--- config.mk ---
export PLATFORM = sky130hd
export DESIGN_NAME = output_pkt_scheduler_flat
export DESIGN_NICKNAME = d
export VERILOG_FILES = /design/src/rtl/output_pkt_scheduler_if.sv /design/src/rtl/output_pkt_scheduler.sv /design/src/flat_wrapper.sv
export SDC_FILE = /design/constraint.sdc
export NUM_CORES = 1
export LEC_CHECK = 0
export ABC_AREA = 1
export CAP_MARGIN = 0
export CORE_MARGIN = 2
export CORE_UTILIZATION = 38
export CTS_BUF_LIST = sky130_fd_sc_hd__clkbuf_16
export CTS_CLUSTER_DIAMETER = 60
export DETAILED_ROUTE_END_ITERATION = 6
export GPL_TIMING_DRIVEN = 1
export PLACE_DENSITY = 0.78
export SLEW_MARGIN = 0
export SYNTH_ARGS = -nofsm -noshare
export SYNTH_HDL_FRONTEND = slang
export SYNTH_SLANG_ARGS = --single-unit
--- constraint.sdc ---
create_clock -name clk -period 2.1 [get_ports clk]
set_clock_uncertainty 0.15 [all_clocks]
set_input_delay 0.63 -clock clk [delete_from_list [all_inputs] [get_ports clk]]
set_output_delay 0.63 -clock clk [all_outputs]
set_load 0.03 [all_outputs]
--- src/rtl/output_pkt_scheduler_if.sv ---
// Port bundle of the output-port packet scheduler: four source-buffer heads
// with their pop strobes, plus the ready/valid output link and status pulses.
// The master modport is the scheduler; the slave modport is its environment.
interface output_pkt_scheduler_if #(
    parameter int DATA_W = 32
);
    logic [DATA_W:0]   in_word_1;
    logic [DATA_W:0]   in_word_2;
    logic [DATA_W:0]   in_word_3;
    logic [DATA_W:0]   in_word_4;
    logic              pop_1;
    logic              pop_2;
    logic              pop_3;
    logic              pop_4;
    logic [DATA_W-1:0] out_data;
    logic              out_valid;
    logic              out_ready;
    logic [3:0]        grant;
    logic              pkt_done;
    logic              err;

    modport master (
        input  in_word_1, in_word_2, in_word_3, in_word_4, out_ready,
        output pop_1, pop_2, pop_3, pop_4, out_data, out_valid, grant, pkt_done, err
    );

    modport slave (
        output in_word_1, in_word_2, in_word_3, in_word_4, out_ready,
        input  pop_1, pop_2, pop_3, pop_4, out_data, out_valid, grant, pkt_done, err
    );
endinterface

--- src/rtl/output_pkt_scheduler.sv ---
// Packet-level round-robin scheduler for one switch output port.
// A source owns the link for a whole packet; the round-robin pointer only
// moves at packet boundaries, so packets never interleave on out_data.
// Optional stall watchdog: define OUTPUT_PKT_SCHEDULER_WATCHDOG_EN.
module output_pkt_scheduler #(
    parameter int DATA_W        = 32,
    parameter int LEN_W         = 16,
    parameter int STALL_TIMEOUT = 255
) (
    input  logic                  clk,
    input  logic                  rst,
    output_pkt_scheduler_if.master bus
);
    typedef enum logic {IDLE, XFER} state_t;

    state_t           state;
    logic [1:0]       rr_ptr;
    logic [1:0]       gidx;
    logic [3:0]       grant_q;
    logic [LEN_W-1:0] cnt;

    logic [DATA_W:0]  words [4];
    logic [3:0]       head_valid;

    assign words[0] = bus.in_word_1;
    assign words[1] = bus.in_word_2;
    assign words[2] = bus.in_word_3;
    assign words[3] = bus.in_word_4;

    assign head_valid = {words[3][DATA_W], words[2][DATA_W], words[1][DATA_W], words[0][DATA_W]};

    // Round-robin pick: first valid head at or after rr_ptr, plus its length.
    logic             found;
    logic [1:0]       pick;
    logic [1:0]       idx;
    logic [LEN_W-1:0] pick_len;
    always_comb begin
        // NOTE: every variable gets a default first, so no path leaves one
        // unassigned and no latch is inferred.
        found    = 1'b0;
        pick     = rr_ptr;
        idx      = rr_ptr;
        pick_len = '0;
        for (int i = 0; i < 4; i++) begin
            idx = rr_ptr + 2'(i);
            if (!found && head_valid[idx]) begin
                found = 1'b1;
                pick  = idx;
            end
        end
        pick_len = words[pick][LEN_W+7:8];
        if (pick_len == '0) begin
            pick_len = LEN_W'(1);
        end
    end

    // Granted-source datapath; out_data is forced to 0 outside XFER so no
    // other source is ever visible on the link.
    logic            in_xfer;
    logic [DATA_W:0] g_word;
    logic            fire;
    logic            last;
    logic            timeout;

    assign in_xfer       = (state == XFER);
    assign g_word        = words[gidx];
    assign bus.out_valid = in_xfer & g_word[DATA_W];
    assign bus.out_data  = in_xfer ? g_word[DATA_W-1:0] : '0;
    assign fire          = bus.out_valid & bus.out_ready;
    assign last          = fire && (cnt == LEN_W'(1));

    assign bus.pop_1    = fire && (gidx == 2'd0);
    assign bus.pop_2    = fire && (gidx == 2'd1);
    assign bus.pop_3    = fire && (gidx == 2'd2);
    assign bus.pop_4    = fire && (gidx == 2'd3);
    assign bus.grant    = grant_q;
    assign bus.pkt_done = last;

`ifdef OUTPUT_PKT_SCHEDULER_WATCHDOG_EN
    // Counter only needs to reach STALL_TIMEOUT-1; the next idle cycle aborts.
    localparam int STALL_W = (STALL_TIMEOUT < 2) ? 1 : $clog2(STALL_TIMEOUT);

    logic [STALL_W-1:0] stall_cnt;

    assign timeout = in_xfer && !g_word[DATA_W] && (stall_cnt == STALL_W'(STALL_TIMEOUT - 1));
    assign bus.err = timeout;

    // Count consecutive cycles the granted source is empty mid-packet;
    // link backpressure (valid but not ready) does not count.
    always_ff @(posedge clk or negedge rst) begin
        if (!rst) begin
            stall_cnt <= '0;
        end else if (!in_xfer || g_word[DATA_W] || timeout) begin
            stall_cnt <= '0;
        end else begin
            stall_cnt <= stall_cnt + 1'b1;
        end
    end
`else
    // No watchdog: err is constant 0 and STALL_TIMEOUT has no effect.
    assign timeout = 1'b0;
    assign bus.err = 1'b0 & (STALL_TIMEOUT == 0);
`endif

    // Packet FSM: arbitrate in IDLE, stream one whole packet in XFER.
    always_ff @(posedge clk or negedge rst) begin
        // NOTE: sequential state uses non-blocking assignments so every
        // register samples pre-edge values regardless of statement order.
        if (!rst) begin
            state   <= IDLE;
            rr_ptr  <= 2'd0;
            gidx    <= 2'd0;
            grant_q <= 4'b0000;
            cnt     <= '0;
        end else begin
            case (state)
                IDLE: begin
                    if (found) begin
                        state   <= XFER;
                        gidx    <= pick;
                        grant_q <= 4'b0001 << pick;
                        cnt     <= pick_len;
                    end
                end
                XFER: begin
                    if (fire) begin
                        cnt <= cnt - 1'b1;
                    end
                    if (last || timeout) begin
                        state   <= IDLE;
                        grant_q <= 4'b0000;
                        rr_ptr  <= gidx + 2'd1;
                    end
                end
                default: state <= IDLE;
            endcase
        end
    end
endmodule

--- src/flat_wrapper.sv ---
// flat-port wrapper written by rule: the top's interface ports become plain ports
module output_pkt_scheduler_flat 
#(
    parameter int DATA_W        = 32,
    parameter int LEN_W         = 16,
    parameter int STALL_TIMEOUT = 255
)
  (clk, rst, bus_in_word_1, bus_in_word_2, bus_in_word_3, bus_in_word_4, bus_out_ready, bus_pop_1, bus_pop_2, bus_pop_3, bus_pop_4, bus_out_data, bus_out_valid, bus_grant, bus_pkt_done, bus_err);
  output_pkt_scheduler_if #(.DATA_W(DATA_W)) bus_i ();
  input  logic clk;
  input  logic rst;
  input wire logic [$bits(bus_i.in_word_1)-1:0] bus_in_word_1;
  input wire logic [$bits(bus_i.in_word_2)-1:0] bus_in_word_2;
  input wire logic [$bits(bus_i.in_word_3)-1:0] bus_in_word_3;
  input wire logic [$bits(bus_i.in_word_4)-1:0] bus_in_word_4;
  input wire logic [$bits(bus_i.out_ready)-1:0] bus_out_ready;
  output wire logic [$bits(bus_i.pop_1)-1:0] bus_pop_1;
  output wire logic [$bits(bus_i.pop_2)-1:0] bus_pop_2;
  output wire logic [$bits(bus_i.pop_3)-1:0] bus_pop_3;
  output wire logic [$bits(bus_i.pop_4)-1:0] bus_pop_4;
  output wire logic [$bits(bus_i.out_data)-1:0] bus_out_data;
  output wire logic [$bits(bus_i.out_valid)-1:0] bus_out_valid;
  output wire logic [$bits(bus_i.grant)-1:0] bus_grant;
  output wire logic [$bits(bus_i.pkt_done)-1:0] bus_pkt_done;
  output wire logic [$bits(bus_i.err)-1:0] bus_err;
  assign bus_i.in_word_1 = bus_in_word_1;
  assign bus_i.in_word_2 = bus_in_word_2;
  assign bus_i.in_word_3 = bus_in_word_3;
  assign bus_i.in_word_4 = bus_in_word_4;
  assign bus_i.out_ready = bus_out_ready;
  assign bus_pop_1 = bus_i.pop_1;
  assign bus_pop_2 = bus_i.pop_2;
  assign bus_pop_3 = bus_i.pop_3;
  assign bus_pop_4 = bus_i.pop_4;
  assign bus_out_data = bus_i.out_data;
  assign bus_out_valid = bus_i.out_valid;
  assign bus_grant = bus_i.grant;
  assign bus_pkt_done = bus_i.pkt_done;
  assign bus_err = bus_i.err;
  output_pkt_scheduler #(.DATA_W(DATA_W), .LEN_W(LEN_W), .STALL_TIMEOUT(STALL_TIMEOUT)) u_core (.clk(clk), .rst(rst), .bus(bus_i));
endmodule
-- After elaboration in Yosys (flattened, before gate mapping)
Index checks and enable logic that the tools add are counted.
- add/sub/neg operators: 5
- multipliers: 0
- divide/modulo/power cells: 0
- order comparisons: 6
- eq/ne operators: 7
- shift operators: 1
- muxes and demuxes: 32
- bitwise logic cells: 5
- reduce and logical (&&, ||, !) cells: 17
- operator list (operator ; number):
    33-bit binary-select mux with 2-bit select ; 2
    33-bit 2-to-1 mux ; 2
    16-bit 2-to-1 mux ; 3
    24-bit 2-to-1 mux ; 2
    32-bit 2-to-1 mux ; 1
    16-bit one-hot mux with 2 select lines ; 1
    16-bit by 1-bit equality test with 1-bit output, second input constant ; 1
    16-bit zero test ; 1
    16-bit by 1-bit subtractor with 16-bit output, second input constant ; 1
    2-bit by 3-bit < comparator with 1-bit output, second input constant ; 4
    1-bit 2-to-1 mux ; 10
    1-bit binary-select mux with 2-bit select ; 4
    1-bit logical AND ; 8
    4-bit 2-to-1 mux ; 2
    4-bit one-hot mux with 2 select lines ; 1
    2-bit AND reduction ; 4
    3-bit >= comparator, second input constant ; 2
    2-bit 2-to-1 mux ; 3
    2-bit NOT with 3-bit output ; 2
    2-bit by 1-bit adder with 2-bit output, second input constant ; 2
    2-bit adder, second input constant ; 2
    2-bit equality test, second input constant ; 2
    2-bit != test, second input constant ; 2
    1-bit by 2-bit << shifter with 4-bit output, first input constant ; 1
    7 further kinds ; 10
- register bits: 25
- bits in latches: 0
- RAM bits: 0
- ROM bits: 0
- memories kept: 0

-- Depth between registers and ports, before layout
Gate-level depths: netlist (run 1).
- depth in word-level cells: 20
- mapped depth: 24
- mapped depth without buffers: 21

-- Worst setup path after synthesis (run 1)
No wires, ideal clock.
- path type: reg-to-output
- start point: register u_core.gidx[1]
- end point: output bus_pkt_done
- data arrival time: 2.315 ns
- required time: 1.320 ns
- path slack: -0.995 ns
- stages on the path, launching flop included: 8
- buffers on the path: 1
- cells stage by stage: dfrtp_1 -> clkbuf_1 -> inv_1 -> a21oi_1 -> o21ai_0 -> a21oi_1 -> nand2_1 -> nor2_1
- cells in the longest elaborated chain, start to end: 7
- RTL lines (element ; RTL line ; text):
    from (decl) ; output_pkt_scheduler.sv:18 ; logic [1:0] gidx;
    from (signal assigned) ; output_pkt_scheduler.sv:120 ; gidx <= pick;
    2-bit NOT with 3-bit output (not written as such) ; output_pkt_scheduler.sv:66 ; assign g_word = words[gidx];
    33-bit binary-select mux with 2-bit select ; output_pkt_scheduler.sv:66 ;
    33-bit 2-to-1 mux (not written as such) (2 in a row) ; output_pkt_scheduler.sv:66 ;
    1-bit AND ; output_pkt_scheduler.sv:67 ; assign bus.out_valid = in_xfer & g_word[DATA_W];
    named net bus_out_valid ; flat_wrapper.sv:22 ; output wire logic [$bits(bus_i.out_valid)-1:0] bus_out_valid;
    1-bit AND ; output_pkt_scheduler.sv:69 ; assign fire = bus.out_valid & bus.out_ready;
    1-bit logical AND ; output_pkt_scheduler.sv:70 ; assign last = fire && (cnt == LEN_W'(1));
    to (decl) ; flat_wrapper.sv:24 ; output wire logic [$bits(bus_i.pkt_done)-1:0] bus_pkt_done;
The timed path passes the listed nets, and every way through them passes these cells. The select of a mux whose other input is x is not followed.

-- Final worst setup path (run 1)
- start point: register u_core.rr_ptr[0]
- end point: register u_core.cnt[0]
- cells in the longest elaborated chain, start to end: 20
- elaborated cells between the ends (all ways): 34
- those cells by class: 3 x add/sub; 1 x eq/ne; 21 x mux; 1 x bitwise; 8 x reduce/logical
- RTL lines (element ; RTL line ; text):
    from (decl) ; output_pkt_scheduler.sv:17 ; logic [1:0] rr_ptr;
    from (signal assigned) ; output_pkt_scheduler.sv:132 ; rr_ptr <= gidx + 2'd1;
    parallel branches: the longest is 20 deep, another holds 2-bit by 1-bit adder with 2-bit output ; - ;
    to (signal assigned) ; output_pkt_scheduler.sv:122 ; cnt <= pick_len;
    to (signal assigned) ; output_pkt_scheduler.sv:127 ; cnt <= cnt - 1'b1;
    to (decl) ; output_pkt_scheduler.sv:20 ; logic [LEN_W-1:0] cnt;
Several ways; the timed one is not identified. The select of a mux whose other input is x is not followed.
A chain may end at the register's enable or synchronous reset.

==> results of run 1 <==
==> registers in the layout (all words and copies together) (netlist names) <==
register,cells
u_core.cnt,16
u_core.in_xfer,1
u_core.gidx,2
u_core.bus.grant,4
u_core.rr_ptr,2
==> cells by family (layout without fill, tap and decap cells) <==
kind of cell,count (synthesis),in the layout,share of synthesized area [%]
flip-flops,25,25,17.5
adder cells (fa/ha/maj),6,6,2.10
XOR/XNOR,3,3,0.736
buffers and inverters,80,377,9.78
other,1,2,0.105
AO/OA/AOI/OAI,160,160,23.7
AND/OR/NAND/NOR,410,410,46.0
==> cell usage after synthesis (all sizes together) <==
cell	n	area, sq um
nand4	3	18.8
o211ai	1	7.51
a31oi	4	25.0
clkbuf	28	105
or2	2	12.5
conb	1	3.75
nor3	3	15.0
nand3	46	235
a21oi	57	289
nand2	193	732
nor4	1	6.26
a22oi	5	37.5
a211oi	3	22.5
dfrtp	25	626
nor3b	1	7.51
inv	33	124
ha	6	75.1
xor2	3	26.3
buf	19	120
or3	1	6.26
o21ai	84	420
o31ai	6	45.0
nor2	160	608
==> power by group <==
part / total, mW / switching (mW) / internal (mW)
sequential: 0.876 / 0.198 / 0.678
combinational: 9.71 / 5.55 / 4.16
clock: 0.465 / 0.208 / 0.257
total: 11.1 / 5.96 / 5.09
==> timing repair <==
| action | 4_1_cts | 5_1_grt |
|---|---|---|
| pin swaps | 76 | 114 |
| gates resized for setup | 225 | 212 |
| gates cloned | 10 | 6 |
| buffers inserted | 17 | 13 |
| setup endpoints to repair | 63 | 65 |
==> worst reg2reg max path, stage by stage, from the launching register on <==
cell                      delay (ps)
sky130_fd_sc_hd__dfrtp_2         480
sky130_fd_sc_hd__buf_6           180
sky130_fd_sc_hd__nand2_4         110
sky130_fd_sc_hd__nand2_4         170
sky130_fd_sc_hd__nand2_4          70
sky130_fd_sc_hd__nand2_4         110
sky130_fd_sc_hd__nand3_2         270
sky130_fd_sc_hd__nand3_2         300
sky130_fd_sc_hd__nand2_2         130
sky130_fd_sc_hd__nand2_2         120
sky130_fd_sc_hd__nand2_4          80
sky130_fd_sc_hd__buf_12          150
sky130_fd_sc_hd__nand2_1          80
sky130_fd_sc_hd__nand2_2          70
sky130_fd_sc_hd__nor2_1          120
sky130_fd_sc_hd__nand2_1         120
sky130_fd_sc_hd__nor2_1          120
sky130_fd_sc_hd__nand2_1          80
sky130_fd_sc_hd__nand2_1          70
sky130_fd_sc_hd__nand2_1          50
sky130_fd_sc_hd__nand2_1          50
==> path summary, 6_finish.rpt <==
| path | from | to | slack (ps) | depth (start not counted) |
|---|---|---|---|---|
| worst max register to register | u_core.rr_ptr[0] | u_core.cnt[0] | -1050 | 20 |
| min in group asynchronous | rst | u_core.bus.grant[2] | 580 | 2 |
| worst min register to register | u_core.bus.grant[1] | u_core.bus.grant[1] | 440 | 2 |
| max in group asynchronous | rst | u_core.rr_ptr[0] | 910 | 2 |
| worst min-delay path | u_core.bus.grant[1] | u_core.bus.grant[1] | 440 | 2 |
| worst max-delay path | u_core.rr_ptr[0] | u_core.cnt[0] | -1050 | 20 |
==> per-stage QoR <==
| stage | util (%) | area, sq um |
|---|---|---|
| 6_report | 90.4 | 8320 |
| 4_1_cts | 80.4 | 7390 |
| 2_1_floorplan | - | 3970 |
| 3_5_place_dp | 70.0 | 6440 |
| 5_1_grt | 90.4 | 8320 |
| 3_3_place_gp | 70.0 | 6440 |
==> final cells by class <==
type | instances | area, sq um | share of cell area, %
Timing Repair inverter | 1 | 5.00 | 0.0602
Tap cell | 111 | 139 | 1.67
Antenna cell | 1 | 2.50 | 0.0301
Clock inverter | 1 | 3.75 | 0.0451
Sequential cell | 25 | 631 | 7.58
Inverter | 33 | 156 | 1.88
Timing Repair Buffer | 339 | 3610 | 43.4
Multi-Input combinational cell | 580 | 3690 | 44.4
Clock buffer | 3 | 75.1 | 0.903
==> routing by layer <==
| metal | GRT usage [%] | wire length [um] |
|---|---|---|
| met4 | 15.5 | 3220 |
| met1 | 40.1 | 8290 |
| met3 | 7.21 | 4140 |
| met5 | 0 | 142 |
| met2 | 66.5 | 11600 |
==> impl_summary.txt, run 1 <==
----------------------------------------------------
[Synth]
  FF+latch count, synth ... 25
  Count of warnings emitted by yosys ... 0
  Area of the mapped netlist ... 0.00357 sq mm
  Sequential fraction of the synthesis area ... 17.5%
  Cell count after synthesis ... 685
  Post-synth net total ... 826
  Post-Syn Area per Cell ... 5.21 sq um
  Number of distinct standard cells referenced by the synthesized netlist ... 32

[Final layout]
  Net count, final ... 1124
  Fill cell instance count of the final layout ... 358
  Share of layout cells above drive strength 1 ... 46.3%
  Area grow syn2layout ... 133%
  Top library cells by usage in the layout, fill and taps aside ... 138 x sky130_fd_sc_hd__nand2_1, 105 x sky130_fd_sc_hd__buf_4, 81 x sky130_fd_sc_hd__clkdlybuf4s50_1
  Finished Layout Cells ... 1094
  Most common cell after layout, fill and taps aside ... sky130_fd_sc_hd__nand2_1

[Clocking]
  Number of clock sinks seen by CTS ... 25
  CTS Buffer Depth ... 2
  Clock tree from TritonCTS ... yes
  H-Tree Level Count ... 1
  Cell chosen for the clock root ... sky130_fd_sc_hd__clkbuf_16
  Hold_buf cts ... 0
  Num CTS Buffers ... 3
  Clock edge transition at the registers on the reported setup and hold paths ... 70 ps
  Worst-skew pair later-pin latency ... 280 ps

[Timing]
  Worst slew slack as a fraction of its limit ... 63.1%
  Setup TNS after final layout ... -34130 ps
  Post-route clock period utilization ... 150%
  Worst Hold Slack ... 437 ps
  Setup repair after global routing missed its margin ... yes
  Upper clock frequency limit ... 317 MHz
  Smallest setup slack after layout ... -1050 ps
  Number of max-slew violations in the final report ... 0
  Final Hold Vio Count ... 0
  Clock period minus worst slack ... 3150 ps
  Least-Margin Pin Slew ... 548 ps
  Final number of setup-violating endpoints ... 61

[Route]
  Vias per std cell ... 6.45
  Post-Route WL ... 27400 um
  TritonRoute pass-1 iters ... 7
  Overall via count from detail_route ... 7059
  Number of remaining DRC errors ... 13
  Routed Antenna Nets ... 0
  Initial detailed-routing violation count ... 1420
  Detail-routed net length per standard cell ... 25.0 um

[Run status]
  Failing checks ... DRC, setup timing
  Status ... finished with violations

[Power and ir drop]
  Worst-case vdd ir drop ... 1.03 mV
  Total chip power ... 11.1 mW
  Leakage component of the power ... 3.83 nW
  Power density of the placed cells ... 1330 mW/mm^2

[Worst setup path]
  Max incr delay on CP ... 480 ps
  Type of destination of the critical path ... flop
  Highest fanout seen on the critical path ... 13
  Critical path start-end classification ... flop to flop
  Number of buffers and inverters on the critical path ... 2
  Dominant delay contributor by cell family on the critical path ... simple AND/OR/NAND/NOR gates
  Worst path arrival time ... 3220 ps
  Crit-path slowest cell ... sky130_fd_sc_hd__dfrtp_2
  Sort of element at the start of the critical path ... flop
  Critical path data required time ... 2170 ps
  Cell occurring most often along the worst timing path ... sky130_fd_sc_hd__nand2_1
  Cells traversed along the worst timing path ... buf_6, nand2_4, nand2_4, nand2_4, nand2_4, nand3_2, nand3_2, nand2_2, nand2_2, nand2_4, buf_12, nand2_1, nand2_2, nor2_1, nand2_1, nor2_1, nand2_1, nand2_1, nand2_1, nand2_1

[Global route]
  Via count of the first global-routing pass ... 6214
  Maximum number of pins on one net before global-route repair ... 34
  Total overflow reported by the global router ... 0
  Total routing resource utilization after global routing ... 36.1%
  Number of antenna violations at the first check in global routing ... 1
  Global-route wire length before repair ... 29400 um

[Floorplanning]
  Core area ... 0.00920 sq mm
  Die boundary width ... 101 um
  FP Rows ... 35
  Die footprint ... 0.0102 sq mm
  Die boundary height ... 101 um
  # IOs ... 178
  Initial Utilization ... 38.8%

[Place]
  Total of buffers placed on input and output ports ... 176
  Placed wire-length estimate ... 11900 um
  DP Cell Count ... 1049
  Routability congestion estimate from global placement ... 0.985
  Setup Slack @ Placement ... -1010 ps

[Hold path]
  Class of the worst hold path ... flop to flop

[Run]
  Reported max-cap violation count ... 0

----------------------------------------------------
No activity file was read; power rests on OpenSTA's default activity.
==> run 2: changes to the inputs <==
Settings changed: CAP_MARGIN 0 to 30.
==> results of run 2 <==
The final DEF is identical to that of run 1; final timing and power are the same.
